### src/rtl/e_bus_arbiter.sv
// E-bus arbiter: shares the 6800-style E bus between the CPU (VPA cycles) and a local requester.
// Define E_BUS_STARVE_GUARD_EN to let the local requester win after STARVE_MAX lost contested slots.
module e_bus_arbiter #(
    parameter int STARVE_MAX = 2
) (
    input  logic       C7M,
    input  logic       RESET_n,
    input  logic [3:0] E_PHASE,
    input  logic       VPA_n,
    input  logic       CPUSPACE,
    input  logic       AS_CPU_n,
    input  logic       LREQ,
    output logic       CPU_DTACK_n,
    output logic       LGNT,
    output logic       LDONE,
    output logic       BUS_VMA_n,
    output logic       BUS_OWNER
);

    localparam logic [1:0] S_IDLE   = 2'd0;
    localparam logic [1:0] S_ACTIVE = 2'd1;
    localparam logic [1:0] S_TERM   = 2'd2;

    logic [1:0] state;
    logic       creq;
    logic       phase_ok;
    logic       decide;
    logic       local_win;
    logic       cpu_abort;

    assign creq      = !VPA_n && !CPUSPACE && !AS_CPU_n;
    assign phase_ok  = (E_PHASE <= 4'd9);
    assign decide    = (state == S_IDLE) && (E_PHASE == 4'd3);
    assign cpu_abort = VPA_n || AS_CPU_n;

`ifdef E_BUS_STARVE_GUARD_EN
    logic [2:0] starve_cnt;

    assign local_win = LREQ && (!creq || (starve_cnt == 3'(STARVE_MAX)));

    // Counts only contested slots the local side lost; any local grant clears it.
    always_ff @(negedge C7M or negedge RESET_n) begin
        if (!RESET_n) begin
            starve_cnt <= 3'd0;
        end else if (decide) begin
            if (local_win)
                starve_cnt <= 3'd0;
            else if (creq && LREQ && starve_cnt != 3'd7)
                starve_cnt <= starve_cnt + 3'd1;
        end
    end
`else
    assign local_win = LREQ && !creq;
`endif

    always_ff @(negedge C7M or negedge RESET_n) begin
        if (!RESET_n) begin
            state       <= S_IDLE;
            CPU_DTACK_n <= 1'b1;
            BUS_VMA_n   <= 1'b1;
            LGNT        <= 1'b0;
            LDONE       <= 1'b0;
            BUS_OWNER   <= 1'b0;
        end else if (phase_ok) begin
            LDONE <= 1'b0;
            case (state)
                S_IDLE: begin
                    if (decide && (creq || LREQ)) begin
                        BUS_VMA_n <= 1'b0;
                        BUS_OWNER <= local_win;
                        LGNT      <= local_win;
                        state     <= S_ACTIVE;
                    end
                end
                S_ACTIVE: begin
                    // A CPU that drops VPA/AS mid-cycle forfeits the slot with no DTACK.
                    if (!BUS_OWNER && cpu_abort) begin
                        BUS_VMA_n <= 1'b1;
                        state     <= S_IDLE;
                    end else if (E_PHASE == 4'd9) begin
                        BUS_VMA_n <= 1'b1;
                        LGNT      <= 1'b0;
                        state     <= S_TERM;
                        if (BUS_OWNER)
                            LDONE <= 1'b1;
                        else
                            CPU_DTACK_n <= 1'b0;
                    end
                end
                S_TERM: begin
                    if (BUS_OWNER) begin
                        state <= S_IDLE;
                    end else if (AS_CPU_n) begin
                        CPU_DTACK_n <= 1'b1;
                        state       <= S_IDLE;
                    end
                end
                default: state <= S_IDLE;
            endcase
        end
    end

endmodule

### config.mk
export PLATFORM = sky130hd
export DESIGN_NAME = e_bus_arbiter
export DESIGN_NICKNAME = d
export VERILOG_FILES = /design/src/rtl/e_bus_arbiter.sv
export SDC_FILE = /design/constraint.sdc
export NUM_CORES = 1
export LEC_CHECK = 0
export CORE_AREA = 2 2 39 41
export CTS_CLUSTER_SIZE = 40
export DETAILED_ROUTE_END_ITERATION = 10
export DIE_AREA = 0 0 41 43
export GPL_TIMING_DRIVEN = 0
export PLACE_DENSITY = 0.57
export SYNTH_ARGS = -nofsm -noshare
export SYNTH_HDL_FRONTEND = slang
export SYNTH_SLANG_ARGS = --single-unit
### constraint.sdc
create_clock -name C7M -period 3.51 [get_ports C7M]
set_clock_uncertainty 0.2 [all_clocks]
set_input_delay 0.351 -clock C7M [delete_from_list [all_inputs] [get_ports C7M]]
set_output_delay 0.351 -clock C7M [all_outputs]
set_load 0.05 [all_outputs]
==> results_dict.tcl <==
set metrics [dict create \
    outcome "finished, final reports clean" \
    end_kind "output port" \
    cts-buffers-inserted 3 \
    worstPathArrival_ns 2.91 \
    syn_inst 35 \
    dieWidth_um 41 \
    worst-endpoint-required_ns 2.96 \
    post_synth_num_cell_types 24 \
    core_area_um2 1380 \
    seq_area_um2 178 \
    grt_use_total 0.116 \
    max-slew-margin-rel 0.683 \
    synth_top_cells_by_area "sky130_fd_sc_hd__dfrtn_1 (32%), sky130_fd_sc_hd__dfstp_2 (14%), sky130_fd_sc_hd__nor4b_4 (6.1%), sky130_fd_sc_hd__a221oi_2 (3.9%), sky130_fd_sc_hd__o211ai_1 (3.9%)" \
    drt_iter0_markers 4 \
    path_delay_family "buffers and inverters" \
    post_route_cells_drive_above_1_share 0.241 \
    synth_commonest_cells "sky130_fd_sc_hd__dfrtn_1 (5), sky130_fd_sc_hd__nand2_1 (3)" \
    synth_enable_flop_cells 0 \
    synth.top_cell.area_share 0.322 \
    finish.utilization 0.404 \
    path_cells "clkdlybuf4s15_1" \
    floorplan.rows 14 \
    ys_ff_latch 7 \
    cts.reportedPaths.clkPinSlew_ns 0.04 \
    grt.overflow.total 0 \
    rsz0062_at_grt "no" \
    yosys.cell_count.top_type "sky130_fd_sc_hd__dfrtn_1" \
    syn-mean-instance-area_um2 11.1 \
    h_tree_levels 1 \
    tritoncts_clock_tree "done" \
    async_flop_share 1.00 \
    wl_um 933 \
    final_max_slew_viol_count 0 \
    antennaDiodeCount 0 \
    drt_pre_antenna_iters 3 \
    gp_congestion 0.744 \
    area_of_the_multi_input_gates_um2 208 \
    cp_num_buf_inv 1 \
    cts.root.buffer_cell "sky130_fd_sc_hd__clkbuf_4" \
    largest_buffer_count_on_any_clock_path 2 \
    final.hold.worst_slack_ns 0.267 \
    vias_in_the_first_global_route 354 \
    antenna_violating_nets_post_route 0 \
    synth-seq-area-share 0.457 \
    grt_start_max_net_pins 8 \
    syn-cell-area_um2 389 \
    worstHoldPathType "reg -> reg" \
    starting_density_of_the_core 0.281 \
    leakagePower_nw 0.229 \
    place.detailed.hpwl_um 768 \
    crit_path_max_incr_delay_ns 0.50 \
    y_dimension_of_the_die_um 43 \
    criticalPathCategory "reg -> out" \
    tightest_slew_ns 0.477 \
    setup_viol 0 \
    grt_antenna_before_repair 0 \
    layout.filler_cells 155 \
    syn-num-nets 45 \
    max-vdd-ir-drop_uv 257 \
    ys_dominant_reg_cell "sky130_fd_sc_hd__dfrtn_1" \
    dieArea_um2 1760 \
    vias_per_cell 5.07 \
    yosysTopAreaCell "sky130_fd_sc_hd__dfrtn_1" \
    i_o_pin_total 15 \
    num-nets-final 65 \
    global_route_wire_length_before_repair_um 1340 \
    crit_slowest_cell "sky130_fd_sc_hd__clkdlybuf4s15_1" \
    post-cts-setup-buffer-count 0 \
    worstSkewPairLatency_ns 0.26 \
    drv_cap 0 \
    detail_route.wl_per_cell_um 13.3 \
    endpoints_failing_hold 0 \
    flow.area_growth_from_synthesis_pct 43.7 \
    clock_sinks 7 \
    critPathMaxFanout 2 \
    power_per_cell_area_nw_per_um2 704 \
    synthesis_warnings 0 \
    io_buffers 14 \
    timing.critical_path.from_type "flip-flop" \
    drc 0 \
    vias 355 \
]
repair_timing:
action                                  in CTS  in global routing
endpoints found under the setup margin       5                  4
hold buffers                                 0                  0
gates resized for setup                     14                  6
report_power, final:
group,internal (mW),switching [mW]
Combinational,0.0572,0.117
Sequential,0.114,0.0275
Clock,0.0463,0.0315
Total,0.218,0.176
per-stage QoR:
stage | instance area (um2) | power [mW] | TNS (ns) | instances | worst slack (ns)
5_1_grt | 559 | 0.417 | 0 | 70 | 0.0198
2_1_floorplan | 389 | 0.270 | 0 | 35 | 0.473
4_1_cts | 576 | 0.406 | 0 | 70 | 0.00314
3_3_place_gp | 549 | 0.337 | -0.829 | 65 | -0.149
6_report | 559 | 0.394 | 0 | 70 | 0.0478
3_5_place_dp | 549 | 0.340 | -0.841 | 65 | -0.145
area by class of cell:
cell class | instances | share of cell area
Multi-Input combinational cell | 27 | 0.371
Sequential cell | 7 | 0.318
Timing Repair Buffer | 14 | 0.215
Clock buffer | 4 | 0.0470
Tap cell | 16 | 0.0358
Clock inverter | 2 | 0.0134
final timing paths:
path                                       from                     to  slack, ns  cells past startpoint
min in group asynchronous               RESET_n   state[0]$_DFFE_NN0P_       1.79                      1
min reg2reg                   LDONE$_DFFE_NN0N_      LDONE$_DFFE_NN0N_       0.27                      1
max reg2reg                state[0]$_DFFE_NN0P_  BUS_OWNER$_DFFE_NN0P_       2.09                      3
max in group asynchronous               RESET_n  BUS_VMA_n$_DFFE_NN1P_       0.96                      1
max                            LGNT$_DFFE_NN0P_                   LGNT       0.05                      1
min                           LDONE$_DFFE_NN0N_      LDONE$_DFFE_NN0N_       0.27                      1
per-layer routing:
metal  wire length, um  track usage  vias to the layer above  part of all wire
met4                 0       0.0800                        0                 0
li1                  -            -                      178                 -
met2               467        0.184                        7              0.50
met3                44       0.0157                        0             0.047
met1               420        0.133                      170              0.45
met5                 0            0                        -                 0
state kept, by name, indices dropped and copies added (netlist names):
register / count
LDONE: 1
BUS_VMA_n: 1
CPU_DTACK_n: 1
state: 2
BUS_OWNER: 1
LGNT: 1
cell usage in the layout, fill, tap and decap left out, drive strengths merged:
cell,n
o21ai,1
o211ai,2
nor4b,1
o21bai,1
a21oi,1
nor2b,1
clkdlybuf4s50,9
nand4bb,1
o41ai,1
nand2b,1
and2,1
dfrtn,5
or3,1
nor3,2
clkdlybuf4s15,1
clkbuf,5
nor2,1
a31oi,2
a21bo,1
inv,2
o21a,2
a211oi,1
o31ai,1
a221oi,1
buf,3
a22o,1
nand2,3
dfstp,2
cell families (layout without fill, tap and decap cells):
family                 count (synthesis)  in the layout  synth area share
buffers and inverters                  1             20           0.00964
AO/OA/AOI/OAI                         15             15             0.315
AND/OR/NAND/NOR                       12             12             0.219
flip-flops                             7              7             0.457
(Power assumes the default switching activity.)
